`config.mk`:
```
export PLATFORM = sky130hd
export DESIGN_NAME = id_ex_pipe
export DESIGN_NICKNAME = d
export VERILOG_FILES = /design/src/rtl/id_ex_pipe.sv
export SDC_FILE = /design/constraint.sdc
export NUM_CORES = 1
export LEC_CHECK = 0
export CORE_MARGIN = 2
export CORE_UTILIZATION = 40
export DETAILED_ROUTE_END_ITERATION = 8
export GPL_TIMING_DRIVEN = 0
export PLACE_DENSITY = 0.66
export SLEW_MARGIN = 5
export SYNTH_ARGS = -nofsm -noshare
export SYNTH_HDL_FRONTEND = slang
export SYNTH_SLANG_ARGS = --single-unit
```
`constraint.sdc`:
```
create_clock -name CLK -period 1.9 [get_ports CLK]
set_input_delay 0.285 -clock CLK [delete_from_list [all_inputs] [get_ports CLK]]
set_output_delay 0.285 -clock CLK [all_outputs]
set_load 0.01 [all_outputs]
```
`src/rtl/id_ex_pipe.sv`:
```
// id_ex_pipe: ID/EX pipeline register with a one-entry skid buffer, valid/ready handshake and flush.
module id_ex_pipe #(
    parameter int XLEN = 32,
    parameter int ACW  = 3,
    parameter int RAW  = 5
) (
    input  logic            CLK,
    input  logic            RST_N,
    input  logic            FlushE,
    input  logic            ValidD,
    output logic            ReadyD,
    input  logic            RegWriteD,
    input  logic            ResultSrcD,
    input  logic            MemWriteD,
    input  logic            BranchD,
    input  logic            ALUSrcD,
    input  logic [ACW-1:0]  ALUControlD,
    input  logic [XLEN-1:0] PCD,
    input  logic [XLEN-1:0] PCPlus4D,
    input  logic [XLEN-1:0] RD1D,
    input  logic [XLEN-1:0] RD2D,
    input  logic [XLEN-1:0] ImmExtD,
    input  logic [RAW-1:0]  Rs1D,
    input  logic [RAW-1:0]  Rs2D,
    input  logic [RAW-1:0]  RdD,
    output logic            ValidE,
    input  logic            ReadyE,
    output logic            RegWriteE,
    output logic            ResultSrcE,
    output logic            MemWriteE,
    output logic            BranchE,
    output logic            ALUSrcE,
    output logic [ACW-1:0]  ALUControlE,
    output logic [XLEN-1:0] PCE,
    output logic [XLEN-1:0] PCPlus4E,
    output logic [XLEN-1:0] RD1E,
    output logic [XLEN-1:0] RD2E,
    output logic [XLEN-1:0] ImmExtE,
    output logic [RAW-1:0]  Rs1E,
    output logic [RAW-1:0]  Rs2E,
    output logic [RAW-1:0]  RdE
);
    localparam int PW = 5 + ACW + 5 * XLEN + 3 * RAW;
    typedef enum logic [1:0] {EMPTY, ONE, FULL} state_t;
    state_t state, state_n;
    logic [PW-1:0] d_pay, m_pay, s_pay;
    logic load_m, load_s, m_from_s, accept, retire;
    logic rw_m, mw_m, br_m;
    assign d_pay = {RegWriteD, ResultSrcD, MemWriteD, BranchD, ALUSrcD, ALUControlD,
                    PCD, PCPlus4D, RD1D, RD2D, ImmExtD, Rs1D, Rs2D, RdD};
    assign {rw_m, ResultSrcE, mw_m, br_m, ALUSrcE, ALUControlE,
            PCE, PCPlus4E, RD1E, RD2E, ImmExtE, Rs1E, Rs2E, RdE} = m_pay;
    assign ValidE    = (state != EMPTY);
    // a bubble must never commit architectural side effects
    assign RegWriteE = rw_m & ValidE;
    assign MemWriteE = mw_m & ValidE;
    assign BranchE   = br_m & ValidE;
    assign accept    = ValidD & ReadyD;
    assign retire    = ValidE & ReadyE;
    always_comb begin
        state_n  = state;
        load_m   = 1'b0;
        load_s   = 1'b0;
        m_from_s = 1'b0;
        if (FlushE) state_n = EMPTY;
        else case (state)
            EMPTY: if (accept) begin state_n = ONE; load_m = 1'b1; end
            ONE: begin
                if (accept && retire) load_m = 1'b1;
                else if (accept) begin state_n = FULL; load_s = 1'b1; end
                else if (retire) state_n = EMPTY;
            end
            FULL: if (retire) begin state_n = ONE; load_m = 1'b1; m_from_s = 1'b1; end
            default: state_n = EMPTY;
        endcase
    end
    always_ff @(posedge CLK or negedge RST_N) begin
        if (!RST_N) begin
            state  <= EMPTY;
            ReadyD <= 1'b1;
        end else begin
            state  <= state_n;
            ReadyD <= (state_n != FULL);
        end
    end
    always_ff @(posedge CLK or negedge RST_N) begin
        if (!RST_N) begin
            m_pay <= '0;
            s_pay <= '0;
        end else begin
            if (load_m) m_pay <= m_from_s ? s_pay : d_pay;
            if (load_s) s_pay <= d_pay;
        end
    end
endmodule

```
==> flow_summary_export.csv, run 1 <==
group,metric,value,unit
yosys,avgSynthCellArea,12.1,µm²
clock_tree,clk_pin_slew,0.06,ns
setup_path,cp_data_required_time,1.62,ns
clock_tree,cts_tree,"yes",
clock_tree,clockBufferDepth,3,
setup_path,r2r-start,"state[0]$_DFF_PN0_",
grt,top_usage_layer,"met2",
detailed_routing,drt_wl_total,43100,µm
placed_design,portBuffers,372,
yosys,synth_common_cells,"dfrtp_1 (368), buf_4 (195), nand2_1 (185)",
timing,drv_slew,0,
run_status,status,"finished clean",
clock_tree,cts_sinks,369,
timing,setup_ws,0.0556,ns
run,drv_cap,0,
floorplan,dieArea,43300,µm²
grt,grtUsageMet3,4.41,%
setup_path,r2r-end,"s_pay[126]$_DFFE_PN0P_",
grt,grt_first_pass_wirelength,67900,µm
clock_tree,cts-root-buf,"clkbuf_16",
floorplan,initial_core_util,40.6,%
detailed_routing,wl_per_cell,18.1,µm
detailed_routing,drt_first_iter_violations,491,
yosys,synth_nets,1568,
grt,track_usage,20.0,%
yosys,yosysSeqAreaShare,55.4,%
timing,fin_crit,1.84,ns
yosys,syn_inst,1380,
floorplan,io_pins,373,
yosys,synth_cell_types,22,
timing,setup_viol,0,
detailed_routing,vias,11400,
setup_path,crit_type,"reg2out",
clock_tree,numCtsBuffers,41,
placed_design,place.gp.congestion,0.801,
floorplan,rows,74,
finish,fin_util,55.7,%
yosys,syn-cell-area,16700,µm²
yosys,ys_seq_elements,369,
power,vdd_drop_max,0.000904,V
grt,use_met2,33.1,%
timing,skew,0.0110,ns
grt,antenna_found_initial,9,
grt,grt-ovfl-total,0,
yosys,synthArstFlopShare,100,%
detailed_routing,final_antenna_net_count,0,
power,p_leak,10.3,nW
floorplan,die_x,208,µm
yosys,synth_ff_type,"dfrtp_1",
grt,grt_pass1_vias,12100,
detailed_routing,drc_errors,0,
setup_path,r2r_setup_slack,0.07,ns
grt,grt_use_met1,25.4,%
detailed_routing,vias_per_cell,4.80,
setup_path,cp_max_fo,2,
yosys,synthMostInstantiatedCell,"dfrtp_1",
timing,timing.fmax,542,MHz
setup_path,cp-startpoint,"m_pay[80]$_DFFE_PN0P_",
finish,drive_gt1_share,28.3,%
placed_design,dp_slack,-0.905,ns
timing,max_slew.worst_pin.slew,0.856,ns
setup_path,worstPathArrival,1.56,ns
timing,rsz0062_at_grt,"false",
clock_tree,clk_latency,0.56,ns
yosys,yosys.area.top_type_share,55.2,%
yosys,synth-edff-count,0,
timing,fin_crit_sh,97.1,%
floorplan,die_h,208,µm
power,power_density,1070,nW/µm²
placed_design,hpwl,30500,µm
detailed_routing,dr.pass1.iters,4,
setup_path,r2r_cells,6,
finish,synthToLayoutAreaGrowth,37.0,%
timing,slew_headroom,42.9,%
clock_tree,cts_htree_levels,2,
timing,hold_viol,0,
yosys,synth.area.top_cells,"dfrtp_1 (55%), mux2_2 (12%), mux2i_1 (11%)",
floorplan,core,41000,µm²
finish,layout.nets,1996,
grt,grt_max_degree,108,
yosys,yosysWarnings,0,
yosys,yosysTopAreaCell,"dfrtp_1",
setup_path,setup.worst_path.start_class,"flop",
hold_path,hold_path_class,"in2reg",
setup_path,end_kind,"output pin",
setup_path,endpoint,"RD1E[1]",
## sequential cells by signal, indices dropped and copies added, names as in the netlist
register,count
ReadyD,1
m_pay,183
s_pay,183
state,2
## kinds of logic (layout without fill, tap and decap cells)
group / count (synthesis) / count (layout) / share of synthesized area (%)
other cells: 0 / 10 / 0
compound gates: 187 / 187 / 5.82
mux: 367 / 367 / 23.4
simple gates: 195 / 195 / 4.53
flops: 369 / 369 / 55.4
buf+inv: 262 / 716 / 10.8
## worst max-delay path: stages, from the launching register on
cell	delay, ns
dfrtp_1	0.37
buf_4	0.12
clkdlybuf4s50_1	0.52
## routing by layer
metal  wire, µm  vias to the layer above
met3       2300                       77
met5          0                        -
li1           -                     5407
met1      18400                     5666
met4       1540                        0
met2      20900                      263
## area by class of cell
type,count,area [µm²]
antenna,10,25.0
buffer,258,2040
clock buffer,62,1190
clock inverter,7,82.6
fill,3492,18200
inverter,3,11.3
multi-input combinational,749,5640
sequential,369,9240
tap,532,666
timing repair buffer,386,3930
## worst min path at each step
| stage | depth (start not counted) | slack [ns] | to | from |
|---|---|---|---|---|
| after CTS | 2 | 0.32 | s_pay[159]$_DFFE_PN0P_ | PCD[16] |
| after global routing | 2 | 0.34 | s_pay[128]$_DFFE_PN0P_ | PCPlus4D[17] |
| after global placement | 2 | 0.46 | m_pay[182]$_DFFE_PN0P_ | m_pay[182]$_DFFE_PN0P_ |
| after floorplan | 0 | -0.01 | m_pay[0]$_DFFE_PN0P_ | RST_N |
| after detailed placement | 1 | 0.43 | m_pay[178]$_DFFE_PN0P_ | RST_N |
| final | 2 | 0.36 | s_pay[159]$_DFFE_PN0P_ | PCD[16] |
## per-stage QoR
| stage | cells | hold WS, ns | area (µm²) | setup TNS [ns] | power, mW |
|---|---|---|---|---|---|
| 4_1_cts | 2365 | 0.322 | 22600 | -0.00503 | 24.7 |
| 6_report | 2376 | 0.364 | 22800 | 0 | 24.4 |
| 3_3_place_gp | 2284 | 0.458 | 21100 | -6139.52 | 16.7 |
| 5_1_grt | 2374 | 0.343 | 22800 | 0 | 25.7 |
| 2_1_floorplan | 1380 | -0.0106 | 16700 | 0 | 14.0 |
| 3_5_place_dp | 2287 | 0.425 | 21100 | -222.99 | 16.9 |
## power by group
| group | leakage (nW) | switching [mW] | total (mW) | internal (mW) |
|---|---|---|---|---|
| logic | 5.12 | 2.20 | 5.91 | 3.72 |
| registers | 4.55 | 0.974 | 10.8 | 9.81 |
| clock network | 0.629 | 3.21 | 7.68 | 4.47 |
| total | 10.3 | 6.38 | 24.4 | 18.0 |
## repair_timing
item / 4_1_cts / 5_1_grt
pin swaps: 1 / 0
hold endpoints to repair: 103 / 0
setup endpoints to repair: 338 / 364
setup buffers: 8 / 1
gates cloned: 0 / 1
hold buffers: 1 / 0
gates resized for setup: 95 / 70
## cell usage in the layout (no fill, tap or decap), drive strengths merged, types with 3 or more instances in the layout
| cell type | netlist | routed |
|---|---|---|
| nor2b | 4 | 4 |
| mux2i | 184 | 184 |
| diode | 0 | 10 |
| inv | 3 | 6 |
| dfrtp | 368 | 368 |
| dlygate4sd2 | 0 | 35 |
| clkbuf | 18 | 78 |
| nor2 | 3 | 3 |
| buf | 241 | 256 |
| dlymetal6s2s | 0 | 22 |
| nand2 | 185 | 185 |
| clkinv | 0 | 3 |
| clkdlybuf4s50 | 0 | 314 |
| mux2 | 183 | 183 |
| o21ai | 183 | 183 |
Power figures use the tool's default switching activity.
==> inputs of run 2 (changes only) <==
--- a/config.mk
+++ b/config.mk
@@ -5,7 +5,7 @@
 export SDC_FILE = /design/constraint.sdc
 export NUM_CORES = 1
 export LEC_CHECK = 0
-export CORE_MARGIN = 2
+export ABC_CLOCK_PERIOD_IN_PS = 1900
 export CORE_UTILIZATION = 40
 export DETAILED_ROUTE_END_ITERATION = 8
 export GPL_TIMING_DRIVEN = 0
==> flow_summary_export.csv, run 2 (synthesis results as in run 1) <==
group,metric,value,unit
run_status,status,"finished clean",
power,clockPowerShare,33.0,%
placed_design,hpwl,30000,µm
timing,skew,0.00934,ns
detailed_routing,drt_first_iter_violations,457,
grt,grt-ovfl-total,0,
detailed_routing,drt_wl_total,42600,µm
timing,slew_headroom,64.2,%
grt,antenna_found_initial,6,
power,p_switching,6.34,mW
timing,drv_slew,0,
detailed_routing,vias,11400,
timing,hold_viol,0,
finish,final_common_cell,"dfrtp_1",
timing,timing.fmax,542,MHz
floorplan,die_x,206,µm
floorplan,die_h,206,µm
timing,fin_crit_sh,97.2,%
timing,setup_viol,0,
finish,layout_common_cells,"dfrtp_1 (366), clkdlybuf4s50_1 (334), buf_4 (213)",
timing,fin_crit,1.85,ns
setup_path,cp_data_required_time,1.62,ns
clock_tree,cts_htree_levels,2,
clock_tree,cts_tree,"yes",
grt,track_usage,19.9,%
setup_path,setup.worst_path.start_class,"flop",
floorplan,initial_core_util,40.7,%
power,p_sw_share,25.4,%
power,p_total,25.0,mW
setup_path,crit_path_top_delay_cell,"clkdlybuf4s50_1",
setup_path,cp_max_fo,2,
setup_path,path_cells,"buf_4, clkdlybuf4s50_1",
power,p_leak,10.3,nW
floorplan,dieArea,42500,µm²
floorplan,io_pins,373,
clock_tree,clk_latency,0.55,ns
setup_path,end_kind,"output pin",
power,power_frac_comb,23.9,%
finish,synthToLayoutAreaGrowth,37.9,%
clock_tree,cts-root-buf,"clkbuf_16",
finish,stdcell_count,2373,
setup_path,worstPathArrival,1.56,ns
clock_tree,numCtsBuffers,42,
finish,nFillCells,3441,
floorplan,rows,74,
placed_design,dp_slack,-0.857,ns
floorplan,core,40900,µm²
grt,grt_first_pass_wirelength,65000,µm
power,power_density,1090,nW/µm²
finish,final_cell_area,23000,µm²
power,vdd_drop_max,0.000677,V
clock_tree,clockBufferDepth,3,
power,internal-power,18.7,mW
setup_path,crit_type,"reg2out",
detailed_routing,wl_per_cell,18.0,µm
setup_path,critPathMaxStageDelay,0.55,ns
timing,rsz0062_at_grt,"true",
clock_tree,clk_pin_slew,0.05,ns
placed_design,place.gp.congestion,0.773,
detailed_routing,dr.pass1.iters,4,
timing,setup_ws,0.0538,ns
finish,top_regs,"m_pay (183), s_pay (183), state (2)",
timing,max_slew.worst_pin.slew,0.537,ns
placed_design,post_dp_cell_area,21100,µm²
placed_design,portBuffers,372,
grt,grt_max_degree,97,
setup_path,r2r_setup_slack,0.08,ns
placed_design,post-place-cells,2287,
finish,drive_gt1_share,28.6,%
finish,layout.nets,1994,
detailed_routing,vias_per_cell,4.79,
run,drv_cap,0,
detailed_routing,drc_errors,0,
grt,grt_pass1_vias,11600,
clock_tree,cts_sinks,369,
power,seqPwrFrac,43.2,%
hold_path,hold_path_class,"in2async",
detailed_routing,final_antenna_net_count,0,
[run 2: worst max-delay path, delay by kind of cell (launching register included)]
family,cells,cell delay (ns)
buffers and inverters,2,0.66
flip-flops,1,0.36
[run 2: what timing repair did]
item | CTS | global route
hold endpoints to repair | 92 | 0
resized for setup | 97 | 56
hold buffers | 1 | 0
pin swaps | 2 | 0
setup buffers | 5 | 1
cloned | 0 | 2
setup endpoints to repair | 343 | 384
[run 2: area by class of cell]
class	instances	area [µm²]	share of cell area, %
Antenna cell	6	15.0	0.0653
Buffer	257	2070	9.03
Clock buffer	66	1290	5.63
Clock inverter	7	113	0.490
Inverter	3	11.3	0.0490
Multi-Input combinational cell	749	5650	24.6
Sequential cell	369	9240	40.2
Tap cell	532	666	2.90
Timing Repair Buffer	384	3920	17.1
[run 2: final timing paths]
path | startpoint | endpoint | cells after the start
hold / removal | RST_N | m_pay[178]$_DFFE_PN0P_ | 2
setup / recovery | m_pay[158]$_DFFE_PN0P_ | PCE[15] | 2
max in group asynchronous | RST_N | m_pay[109]$_DFFE_PN0P_ | 4
setup reg to reg | state[0]$_DFF_PN0_ | s_pay[55]$_DFFE_PN0P_ | 6
hold reg to reg | m_pay[68]$_DFFE_PN0P_ | m_pay[68]$_DFFE_PN0P_ | 2
min in group CLK | ImmExtD[0] | s_pay[15]$_DFFE_PN0P_ | 2
[run 2: power groups by stage]
| stage | Clock [mW] | Sequential (mW) | Combinational [mW] |
|---|---|---|---|
| 4_1_cts | 8.46 | 10.8 | 6.05 |
| 6_report | 8.24 | 10.8 | 5.97 |
| 2_1_floorplan | 0 | 10.6 | 3.37 |
| 5_1_grt | 8.75 | 11.0 | 6.48 |
| 3_5_place_dp | 0 | 10.9 | 6.00 |
| 3_3_place_gp | 0 | 10.8 | 5.87 |
[run 2: stage by stage]
| step | hold slack (ns) | setup TNS, ns | util [%] |
|---|---|---|---|
| after floorplan | -0.0106 | 0 | - |
| after global placement | 0.458 | -6102.81 | 51.5 |
| after detailed placement | 0.370 | -218.81 | 51.7 |
| after CTS | 0.342 | -0.00188 | 55.8 |
| after global routing | 0.338 | 0 | 56.2 |
| final | 0.304 | 0 | 56.2 |
[run 2: per-layer routing]
metal  GRT usage (%)  routed length [µm]
met1            25.4               18000
met4            8.14                1540
met2            32.5               20800
met5               0                  13
met3            4.48                2250
==> inputs of run 3 (changes only) <==
--- a/config.mk
+++ b/config.mk
@@ -7,6 +7,7 @@
 export LEC_CHECK = 0
 export ABC_CLOCK_PERIOD_IN_PS = 1900
 export CORE_UTILIZATION = 40
+export CTS_BUF_LIST = sky130_fd_sc_hd__clkbuf_2
 export DETAILED_ROUTE_END_ITERATION = 8
 export GPL_TIMING_DRIVEN = 0
 export PLACE_DENSITY = 0.66
==> flow_summary_export.csv, run 3 (synthesis results as in run 1) <==
group,metric,value,unit
detailed_routing,drt_wl_total,48500,µm
hold_path,hold_path_class,"in2reg",
floorplan,die_x,206,µm
timing,slew_headroom,63.5,%
run,drv_cap,0,
timing,tns,-15.90,ns
finish,final_cell_area,26300,µm²
timing,drv_slew,0,
timing,setup_ws,-0.172,ns
finish,layout_common_cells,"dfrtp_1 (366), buf_6 (316), dlygate4sd3_1 (187)",
grt,grt_pass1_vias,13400,
timing,fin_crit,2.07,ns
power,p_leak,12.1,nW
setup_path,worstPathArrival,2.90,ns
floorplan,die_h,206,µm
finish,synthToLayoutAreaGrowth,57.9,%
floorplan,initial_core_util,40.7,%
placed_design,hpwl,30000,µm
run_status,status,"complete, but fails checks",
clock_tree,cts_htree_levels,3,
detailed_routing,drt_first_iter_violations,440,
clock_tree,cts-root-buf,"clkbuf_2",
clock_tree,clockBufferDepth,3,
grt,grt_max_degree,97,
setup_path,end_kind,"flop",
floorplan,io_pins,373,
setup_path,endpoint,"m_pay[107]$_DFFE_PN0P_",
setup_path,cp_data_required_time,2.72,ns
detailed_routing,vias_per_cell,4.71,
setup_path,r2r-end,"m_pay[107]$_DFFE_PN0P_",
grt,grt-ovfl-total,0,
setup_path,cp-startpoint,"state[1]$_DFF_PN0_",
timing,timing.fmax,483,MHz
setup_path,cp_max_fo,6,
clock_tree,numCtsBuffers,101,
floorplan,dieArea,42500,µm²
finish,drive_gt1_share,40.6,%
placed_design,post_dp_cell_area,21100,µm²
power,vdd_drop_max,0.000549,V
run_status,failed_checks,"setup timing",
setup_path,setup.worst_path.start_class,"flop",
finish,layout.nets,2300,
setup_path,r2r_cells,11,
placed_design,portBuffers,372,
detailed_routing,final_antenna_net_count,0,
floorplan,rows,74,
detailed_routing,dr.pass1.iters,4,
grt,grt_first_pass_wirelength,70900,µm
grt,track_usage,21.4,%
clock_tree,cts_tree,"yes",
grt,antenna_found_initial,6,
timing,fin_crit_sh,109,%
timing,hold_viol,0,
clock_tree,clk_latency,1.01,ns
setup_path,crit_type,"reg2reg",
finish,multiInputGateArea,5740,µm²
clock_tree,cts_sinks,369,
placed_design,place.gp.congestion,0.773,
timing,rsz0062_at_grt,"true",
finish,nFillCells,3185,
floorplan,core,40900,µm²
detailed_routing,vias,12800,
timing,skew,0.0493,ns
setup_path,r2r-start,"state[1]$_DFF_PN0_",
finish,final_common_cell,"dfrtp_1",
finish,top_regs,"m_pay (183), s_pay (183), state (2)",
finish,seqCellArea,9240,µm²
power,power_density,911,nW/µm²
setup_path,r2r_setup_slack,-0.17,ns
detailed_routing,wl_per_cell,17.8,µm
clock_tree,clk_pin_slew,0.11,ns
detailed_routing,drc_errors,0,
timing,setup_viol,194,
timing,max_slew.worst_pin.slew,0.548,ns
## run 3: cell type report
type | instances | share of cell area (%)
Clock buffer | 150 | 2.85
Sequential cell | 369 | 35.1
Timing Repair Buffer | 710 | 29.3
Inverter | 3 | 0.0428
Clock inverter | 26 | 0.475
Multi-Input combinational cell | 749 | 21.8
Buffer | 178 | 7.83
Antenna cell | 5 | 0.0475
Tap cell | 532 | 2.53
## run 3: worst min-delay path by stage
stage,start,endpoint,slack [ns],cells past startpoint
after floorplan,RST_N,m_pay[0]$_DFFE_PN0P_,-0.01,0
final,ValidD,state[0]$_DFF_PN0_,0.26,5
after CTS,ValidD,state[0]$_DFF_PN0_,0.10,5
after global placement,m_pay[182]$_DFFE_PN0P_,m_pay[182]$_DFFE_PN0P_,0.46,2
after global routing,ValidD,state[0]$_DFF_PN0_,0.20,5
after detailed placement,RST_N,m_pay[178]$_DFFE_PN0P_,0.37,1
## run 3: per-stage QoR
stage	cells	power (mW)	hold WS [ns]	util, %	setup WS (ns)
global placement	2284	16.7	0.458	51.5	-16.00
global route	2722	25.4	0.200	64.3	-0.293
CTS	2664	23.8	0.105	61.2	-0.327
finish	2722	24.0	0.260	64.3	-0.172
detailed placement	2287	16.9	0.370	51.7	-0.857
floorplan	1380	14.0	-0.0106	-	0.291
## run 3: where the power goes
part	internal [mW]	total, mW	switching (mW)
sequential	9.79	11.0	1.18
clock	2.22	5.60	3.38
combinational	4.87	7.44	2.56
total	16.9	24.0	7.12
## run 3: metal layers
metal | vias up | wire, µm | global-route usage, %
met5 | - | 13 | 0
met4 | 2 | 1380 | 9.59
met3 | 85 | 2330 | 5.05
met2 | 307 | 24200 | 35.5
met1 | 6334 | 20600 | 26.6
li1 | 6106 | - | -
## run 3: timing repair
action | 4_1_cts | 5_1_grt
pin swaps | 2 | 1
setup endpoints to repair | 524 | 586
gates resized for setup | 1195 | 305
hold buffers | 187 | 0
buffers inserted | 49 | 69
hold endpoints to repair | 649 | 0
cloned | 2 | 29
## run 3: worst max-delay path: stages, from the launching register on
cell       delay, ns
dfrtp_2         0.44
buf_4           0.14
buf_6           0.12
and4bb_4        0.21
a41oi_4         0.22
buf_6           0.14
buf_6           0.09
buf_12          0.09
buf_12          0.13
buf_12          0.13
clkbuf_16       0.14
o21ai_1         0.06
